===== config.mk =====
export PLATFORM = sky130hd
export DESIGN_NAME = lights_sequencer
export DESIGN_NICKNAME = d
export VERILOG_FILES = /design/src/rtl/lights_sequencer.sv
export SDC_FILE = /design/constraint.sdc
export NUM_CORES = 1
export LEC_CHECK = 0
export CORE_ASPECT_RATIO = 0.8
export CORE_MARGIN = 8
export CORE_UTILIZATION = 53
export CTS_CLUSTER_DIAMETER = 150
export DETAILED_ROUTE_END_ITERATION = 10
export HOLD_SLACK_MARGIN = 0.1
export PLACE_DENSITY = 0.81
export SLEW_MARGIN = 5
export SYNTH_ARGS = -nofsm -noshare
export SYNTH_HDL_FRONTEND = slang
export SYNTH_SLANG_ARGS = --single-unit
export TNS_END_PERCENT = 50

===== constraint.sdc =====
create_clock -name clk -period 2.3 [get_ports clk]
set_input_delay 0.575 -clock clk [delete_from_list [all_inputs] [get_ports clk]]
set_output_delay 0.575 -clock clk [all_outputs]
set_load 0.01 [all_outputs]

===== src/rtl/lights_sequencer.sv =====
// Single-clock LED wind-indicator sequencer: synchronized switch inputs, clock-enable
// prescaler, and a mode FSM that applies new modes only at step boundaries.
module lights_sequencer #(
    parameter int TICK_DIV = 25_000_000,
    parameter int CW       = $clog2(TICK_DIV) + 1
) (
    input  logic       clk,
    input  logic       reset,
    input  logic [1:0] sw,
    input  logic       hold,
    input  logic       step,
    output logic [2:0] out,
    output logic       tick,
    output logic       mode_chg,
    output logic [1:0] mode_act
);

    typedef enum logic [3:0] {
        S_IDLE, S_C0, S_C1, S_R0, S_R1, S_R2, S_L0, S_L1, S_L2
    } state_t;

    localparam logic [CW-1:0] CNT_LAST = CW'(TICK_DIV - 1);

    logic [1:0]    r_sw_m, r_sw_s;
    logic          r_hold_m, r_hold_s;
    logic          r_step_m, r_step_s, r_step_q;
    logic [CW-1:0] r_cnt;
    state_t        r_state;
    logic [1:0]    r_mode_act;
    logic          r_mode_chg;
    logic [2:0]    r_out;

    logic          w_step_edge;
    logic          w_tick;
    logic [1:0]    w_req;
    state_t        w_state_nxt;
    logic [1:0]    w_mode_nxt;
    logic          w_chg_nxt;

    function automatic state_t first_state(input logic [1:0] mode);
        case (mode)
            2'b01:   return S_R0;
            2'b10:   return S_L0;
            default: return S_C0;
        endcase
    endfunction

    function automatic logic [2:0] decode_out(input state_t s);
        case (s)
            S_C0:    return 3'b101;
            S_C1:    return 3'b010;
            S_R0:    return 3'b100;
            S_R1:    return 3'b010;
            S_R2:    return 3'b001;
            S_L0:    return 3'b001;
            S_L1:    return 3'b010;
            S_L2:    return 3'b100;
            default: return 3'b000;
        endcase
    endfunction

    // NOTE: sequential state uses non-blocking assignments so every flop samples pre-edge values.
    always_ff @(posedge clk or negedge reset) begin
        if (!reset) begin
            r_sw_m   <= 2'b00;
            r_sw_s   <= 2'b00;
            r_hold_m <= 1'b0;
            r_hold_s <= 1'b0;
            r_step_m <= 1'b0;
            r_step_s <= 1'b0;
            r_step_q <= 1'b0;
        end else begin
            r_sw_m   <= sw;
            r_sw_s   <= r_sw_m;
            r_hold_m <= hold;
            r_hold_s <= r_hold_m;
            r_step_m <= step;
            r_step_s <= r_step_m;
            r_step_q <= r_step_s;
        end
    end

    // The count is frozen, not cleared, while held so free-running resumes mid-period.
    always_ff @(posedge clk or negedge reset) begin
        if (!reset) begin
            r_cnt <= '0;
        end else if (!r_hold_s) begin
            r_cnt <= (r_cnt == CNT_LAST) ? '0 : r_cnt + CW'(1);
        end
    end

    assign w_step_edge = r_step_s & ~r_step_q;
    assign w_tick      = (!r_hold_s && (r_cnt == CNT_LAST)) || (r_hold_s && w_step_edge);
    assign w_req       = (r_sw_s == 2'b11) ? 2'b00 : r_sw_s;

    // NOTE: every combinational output gets a default first so no latch is inferred.
    always_comb begin
        w_state_nxt = r_state;
        w_mode_nxt  = r_mode_act;
        w_chg_nxt   = 1'b0;
        if (w_tick) begin
            if (r_state == S_IDLE || w_req != r_mode_act) begin
                w_state_nxt = first_state(w_req);
                w_mode_nxt  = w_req;
                w_chg_nxt   = 1'b1;
            end else begin
                case (r_state)
                    S_C0:    w_state_nxt = S_C1;
                    S_C1:    w_state_nxt = S_C0;
                    S_R0:    w_state_nxt = S_R1;
                    S_R1:    w_state_nxt = S_R2;
                    S_R2:    w_state_nxt = S_R0;
                    S_L0:    w_state_nxt = S_L1;
                    S_L1:    w_state_nxt = S_L2;
                    S_L2:    w_state_nxt = S_L0;
                    default: w_state_nxt = S_IDLE;
                endcase
            end
        end
    end

    // out decodes the next state so the LEDs change on the same edge as the FSM.
    always_ff @(posedge clk or negedge reset) begin
        if (!reset) begin
            r_state    <= S_IDLE;
            r_mode_act <= 2'b00;
            r_mode_chg <= 1'b0;
            r_out      <= 3'b000;
        end else begin
            r_state    <= w_state_nxt;
            r_mode_act <= w_mode_nxt;
            r_mode_chg <= w_chg_nxt;
            r_out      <= decode_out(w_state_nxt);
        end
    end

    assign out      = r_out;
    assign tick     = w_tick;
    assign mode_chg = r_mode_chg;
    assign mode_act = r_mode_act;

endmodule


After elaboration in Yosys (flattened, before gate mapping)
Memory sizes are Yosys's and may differ from the RTL's. A register that Yosys moved wholly into a read port is not among the register bits.
Index checks and enable logic that the tools add are counted.
- flip-flop bits (word level): 42
- bits in read-only memories: 112
- bits of input ports: 6
- output and inout port bits: 7
- logic and storage cells: 36
- memories kept: 2
- memory list (name ; words ; bits a word ; rd ports ; clocked after memory_dff ; write ports ; line ; RTL):
    (name not given) ; 16 ; 4 ; 1 ; 0 ; 0 ; 107 ; case (r_state)
    (name not given) ; 16 ; 3 ; 1 ; 1 ; 0 ; 49 ; case (s)
- add/sub/neg operators: 1
- equal/unequal tests: 5
- mux-type cells: 7
- bitwise gates (word level): 2
- reduce and logical (&&, ||, !) cells: 8
- operators with widths (operator ; count):
    26-bit by 1-bit adder with 26-bit output, second input constant ; 1
    26-bit by 25-bit equality test with 1-bit output, second input constant ; 1
    26-bit 2-to-1 mux ; 1
    4-bit 2-to-1 mux ; 2
    3-bit one-hot mux with 2 select lines ; 1
    2-bit equality test, second input constant ; 2
    4-bit logical NOT ; 1
    2-bit by 1-bit equality test with 1-bit output, second input constant ; 1
    1-bit logical AND ; 2
    1-bit logical NOT ; 2
    1-bit logical OR ; 2
    1-bit 2-to-1 mux ; 2
    2-bit 2-to-1 mux ; 1
    2-bit inequality test ; 1
    2-bit AND reduction ; 1
    1-bit bitwise AND ; 1
    1-bit inverter ; 1

Depth between registers and ports, before layout
- depth after elaboration: 6
- gate-level depth with buffers: 9
- gate-level depth less buffers: 9

Least setup slack after synthesis
Ideal clock, no wire load.
- kind: register to register
- start: register r_cnt[0]
- end: register r_out[0], in the netlist out[0]
- setup time: 0.078 ns
- arrival time: 2.249 ns
- setup slack: -0.027 ns
- stages on the path, launching flop included: 9
- period minus slack after synthesis: 2.327 ns
- cells stage by stage: dfrtp_1 -> ha_1 -> nand4_1 -> or4b_4 -> o21ai_4 -> mux2i_1 -> ha_1 -> nand2b_1 -> a21oi_1
- cells in the longest elaborated chain, start to end: 4
- ends and longest elaborated chain (what ; line ; RTL):
    start: declaration ; 27 ; logic [CW-1:0] r_cnt;
    start signal: assignment ; 88 ; r_cnt <= (r_cnt == CNT_LAST) ? '0 : r_cnt + CW'(1);
    26-bit by 25-bit equality test with 1-bit output ; 93 ; assign w_tick = (!r_hold_s && (r_cnt == CNT_LAST)) || (r_hold_s && w_step_edge);
    1-bit logical AND ; 93 ;
    1-bit logical OR ; 93 ;
    4-bit 2-to-1 mux ; 101 ; if (w_tick) begin
    end: declaration ; 31 ; logic [2:0] r_out;
No other way between the ends.
A chain may end at the register's enable or synchronous reset.

Worst setup path after layout
Ends and elaborated chain as after synthesis.

==> results.cfg <==
[power_and_ir_drop]
ir_drop_v = 0.0005906
clkPwrFrac_pct = 25.7
power_density_nw_per_um2 = 795.6
p_sw_w = 0.0007737
p_sw_share_pct = 31.68
power_w = 0.002442
seq_power_share_pct = 38.9
combPwrFrac_pct = 35.5
p_int_w = 0.001668
p_leak_nw = 1.350

[setup_path]
path_max_fanout = 4
regToRegSetupSlack_ps = -150
reg2reg_depth = 9
worstPathArrival_ps = 2690
max_stage_delay_ps = 570
crit_chain = ha_2 > nand4_1 > or4b_4 > o21ai_4 > buf_8 > mux2i_4 > ha_1 > nand2b_4 > a21oi_2
critPathKind = reg -> reg
startpoint_type = flip-flop
setup.worst_path.start = r_cnt[0]
cp_slowest_cell = or4b_4
cp-endpoint = out[0]
cp.required_ps = 2530
r2r-end = out[0]
critPathCaptureType = flip-flop
r2r-start = r_cnt[0]

[yosys]
async_reset_ff_share_pct = 100.0
ys_warn_count = 0
synth_seq_cells = 45
ys_seq_area_share_pct = 47.34
synth_area_um2 = 2379
yosys.cell_types.count = 47
synth-edff-count = 0
synthSimpleGateAreaFrac_pct = 21.94
synth_mux_area_share_pct = 3.104
yosys_most_used_dff = dfrtp_1
syn_inst = 244
synth-xor-area-share_pct = 4.050
synth_top_family_by_area = simple AND/OR/NAND/NOR gates
synth_fa_ha_area_share_pct = 4.208
synth_fp_nets = 258
syn_avg_cell_area_um2 = 9.748
synth_compound_area_share_pct = 14.36

[outcome]
status = finished with violations
violations = setup timing

[routing]
routedWlPerCell_um = 16.00
firstDrtPassIters = 4
post-route-drc-count = 0
wl_um = 5744
antenna_left = 0
drt_iter0_markers = 131
dr_total_vias = 2046
vias_per_cell = 5.699

[sta]
fin_ws_ps = -153.9
max_freq_mhz = 407.5
setup_viol_count_final = 4
slew_violations = 0
relSlewSlack_pct = 54.39
hold_violations = 0
rsz0062_at_grt = true
worst_hold_slack_ps = 204.5
post-route-min-period_ps = 2454
skew_ps = 11.41
worst_pin_slew_ps = 677.0
period_share_pct = 106.7

[floorplanning]
rows = 21
die_width_um = 90.90
die_h_um = 75.92
start_util_pct = 55.88
dieArea_um2 = 6901
coreArea_um2 = 4257
ioPinCount = 13

[place]
place.gp.congestion = 0.8203
pre_cts_slack_ps = -167.6
io_buffer_count = 12
hpwl_um = 4053

[cts]
ctsHoldBuffers = 0
cts_buffer_depth = 2
clkLatencyLatePin_ps = 310
cts_made_buffers = 5
htreeDepth = 2
cts-root-buf = clkbuf_8
cts_tree = done
cts_num_sinks = 45
path_clk_slew_ps = 100

[grt]
track_usage_pct = 17.43
grt_max_degree = 29
grt_pass1_vias = 2099
antenna_found_initial = 0
globalRouteOverflowTotal = 0
grt_pass1_wl_um = 9949

[finish]
final_common_cell = dfrtp_1
layout_common_cells = dfrtp_1, buf_4, o21ai_0
layout-drive-gt1-share_pct = 25.50
diodes = 0
final_nets = 315
area_growth_pct = 29.04

[min_path]
hold_class = in -> async

[run]
maxCapViolations = 0
==> routing by layer <==
metal	share of wire (%)	GRT usage, %	vias up
met5	0	0	-
met4	1.6	6.036	0
met3	6.3	5.020	9
met2	47	27.92	71
met1	45	21.93	979
li1	-	-	987
==> synth_stat cells, types with 2 or more instances <==
| cell type | number | area [um2] |
|---|---|---|
| dfrtp_1 | 45 | 1126 |
| nand2b_1 | 3 | 18.77 |
| nand3_1 | 10 | 50.05 |
| a211oi_1 | 2 | 15.01 |
| and3_1 | 5 | 31.28 |
| nor2b_1 | 6 | 37.54 |
| inv_1 | 15 | 56.30 |
| xor2_1 | 4 | 35.03 |
| nor3_1 | 9 | 45.04 |
| and2_1 | 3 | 18.77 |
| o21ai_0 | 21 | 105.1 |
| o22ai_1 | 3 | 18.77 |
| and3_2 | 2 | 15.01 |
| xnor2_1 | 7 | 61.31 |
| ha_1 | 8 | 100.1 |
| a31oi_1 | 5 | 31.28 |
| nand3b_1 | 2 | 15.01 |
| a21oi_1 | 4 | 20.02 |
| o31ai_1 | 7 | 52.55 |
| nor2_1 | 18 | 67.56 |
| nor4_1 | 4 | 25.02 |
| clkbuf_1 | 6 | 22.52 |
| nand2_1 | 19 | 71.32 |
| mux2i_1 | 6 | 60.06 |
| nand4_1 | 8 | 50.05 |
==> worst min path at each step <==
stage | endpoint | cells after the start
after floorplan | mode_act[0] | 0
after global routing | r_cnt[3] | 1
after CTS | r_cnt[15] | 1
after detailed placement | r_sw_s[1] | 0
after global placement | r_step_s | 0
final | r_cnt[3] | 1
==> sequential cells by signal, summed over array words and instances (netlist names) <==
name and flops:
mode_chg 1, r_sw_s 2, r_step_s 1, out 3
r_step_m 1, r_hold_m 1, r_state 4, r_step_q 1
r_hold_s 1, r_sw_m 2, mode_act 2, r_cnt 26
==> repair_timing <==
action | CTS | global route
setup endpoints to repair | 4 | 9
buffers inserted | 6 | 0
gates cloned | 0 | 0
pin swaps | 2 | 3
gates resized for setup | 13 | 10
==> area by class of cell <==
class | instances | area [um2]
sequential | 45 | 1126
fill | 311 | 1187
tap | 57 | 71.32
clock inverter | 3 | 47.55
clock buffer | 5 | 68.82
inverter | 15 | 56.30
timing repair buffer | 59 | 493.0
multi-input combinational | 175 | 1206
==> logic make-up after synthesis <==
| family | Yosys count |
|---|---|
| AOI/OAI and AO/OA | 52 |
| muxes | 7 |
| DFF | 45 |
| buffers and inverters | 24 |
| and+or+nand+nor | 97 |
| xor gates and xnor gates | 11 |
| adders and majority gates | 8 |
==> stage by stage <==
step	std cells	utilization, %	setup TNS (ps)	area, um2
floorplan	244	-	0	2382
global placement	345	66.11	-182.1	2814
detailed placement	345	66.11	-507.9	2814
CTS	359	71.13	-280.7	3028
global route	359	72.10	-730.5	3069
finish	359	72.10	-478.5	3069
==> critical path: cells and delay by family (launching register included) <==
kind	cells	cell delay, ps
buffers and inverters	1	150
AOI/OAI and AO/OA	2	280
and+or+nand+nor	3	840
adders and majority gates	2	470
DFF	1	360
muxes	1	270
==> power by group through the flow <==
stage	Combinational, W	Clock (W)	Sequential, W
CTS	0.000820	0.000635	0.000949
detailed placement	0.000759	0	0.000965
finish	0.000866	0.000626	0.000949
floorplan	0.000386	0	0.000990
global placement	0.000733	0	0.000960
global route	0.000934	0.000664	0.000958
Note: power is estimated with default switching activity, not from simulation.
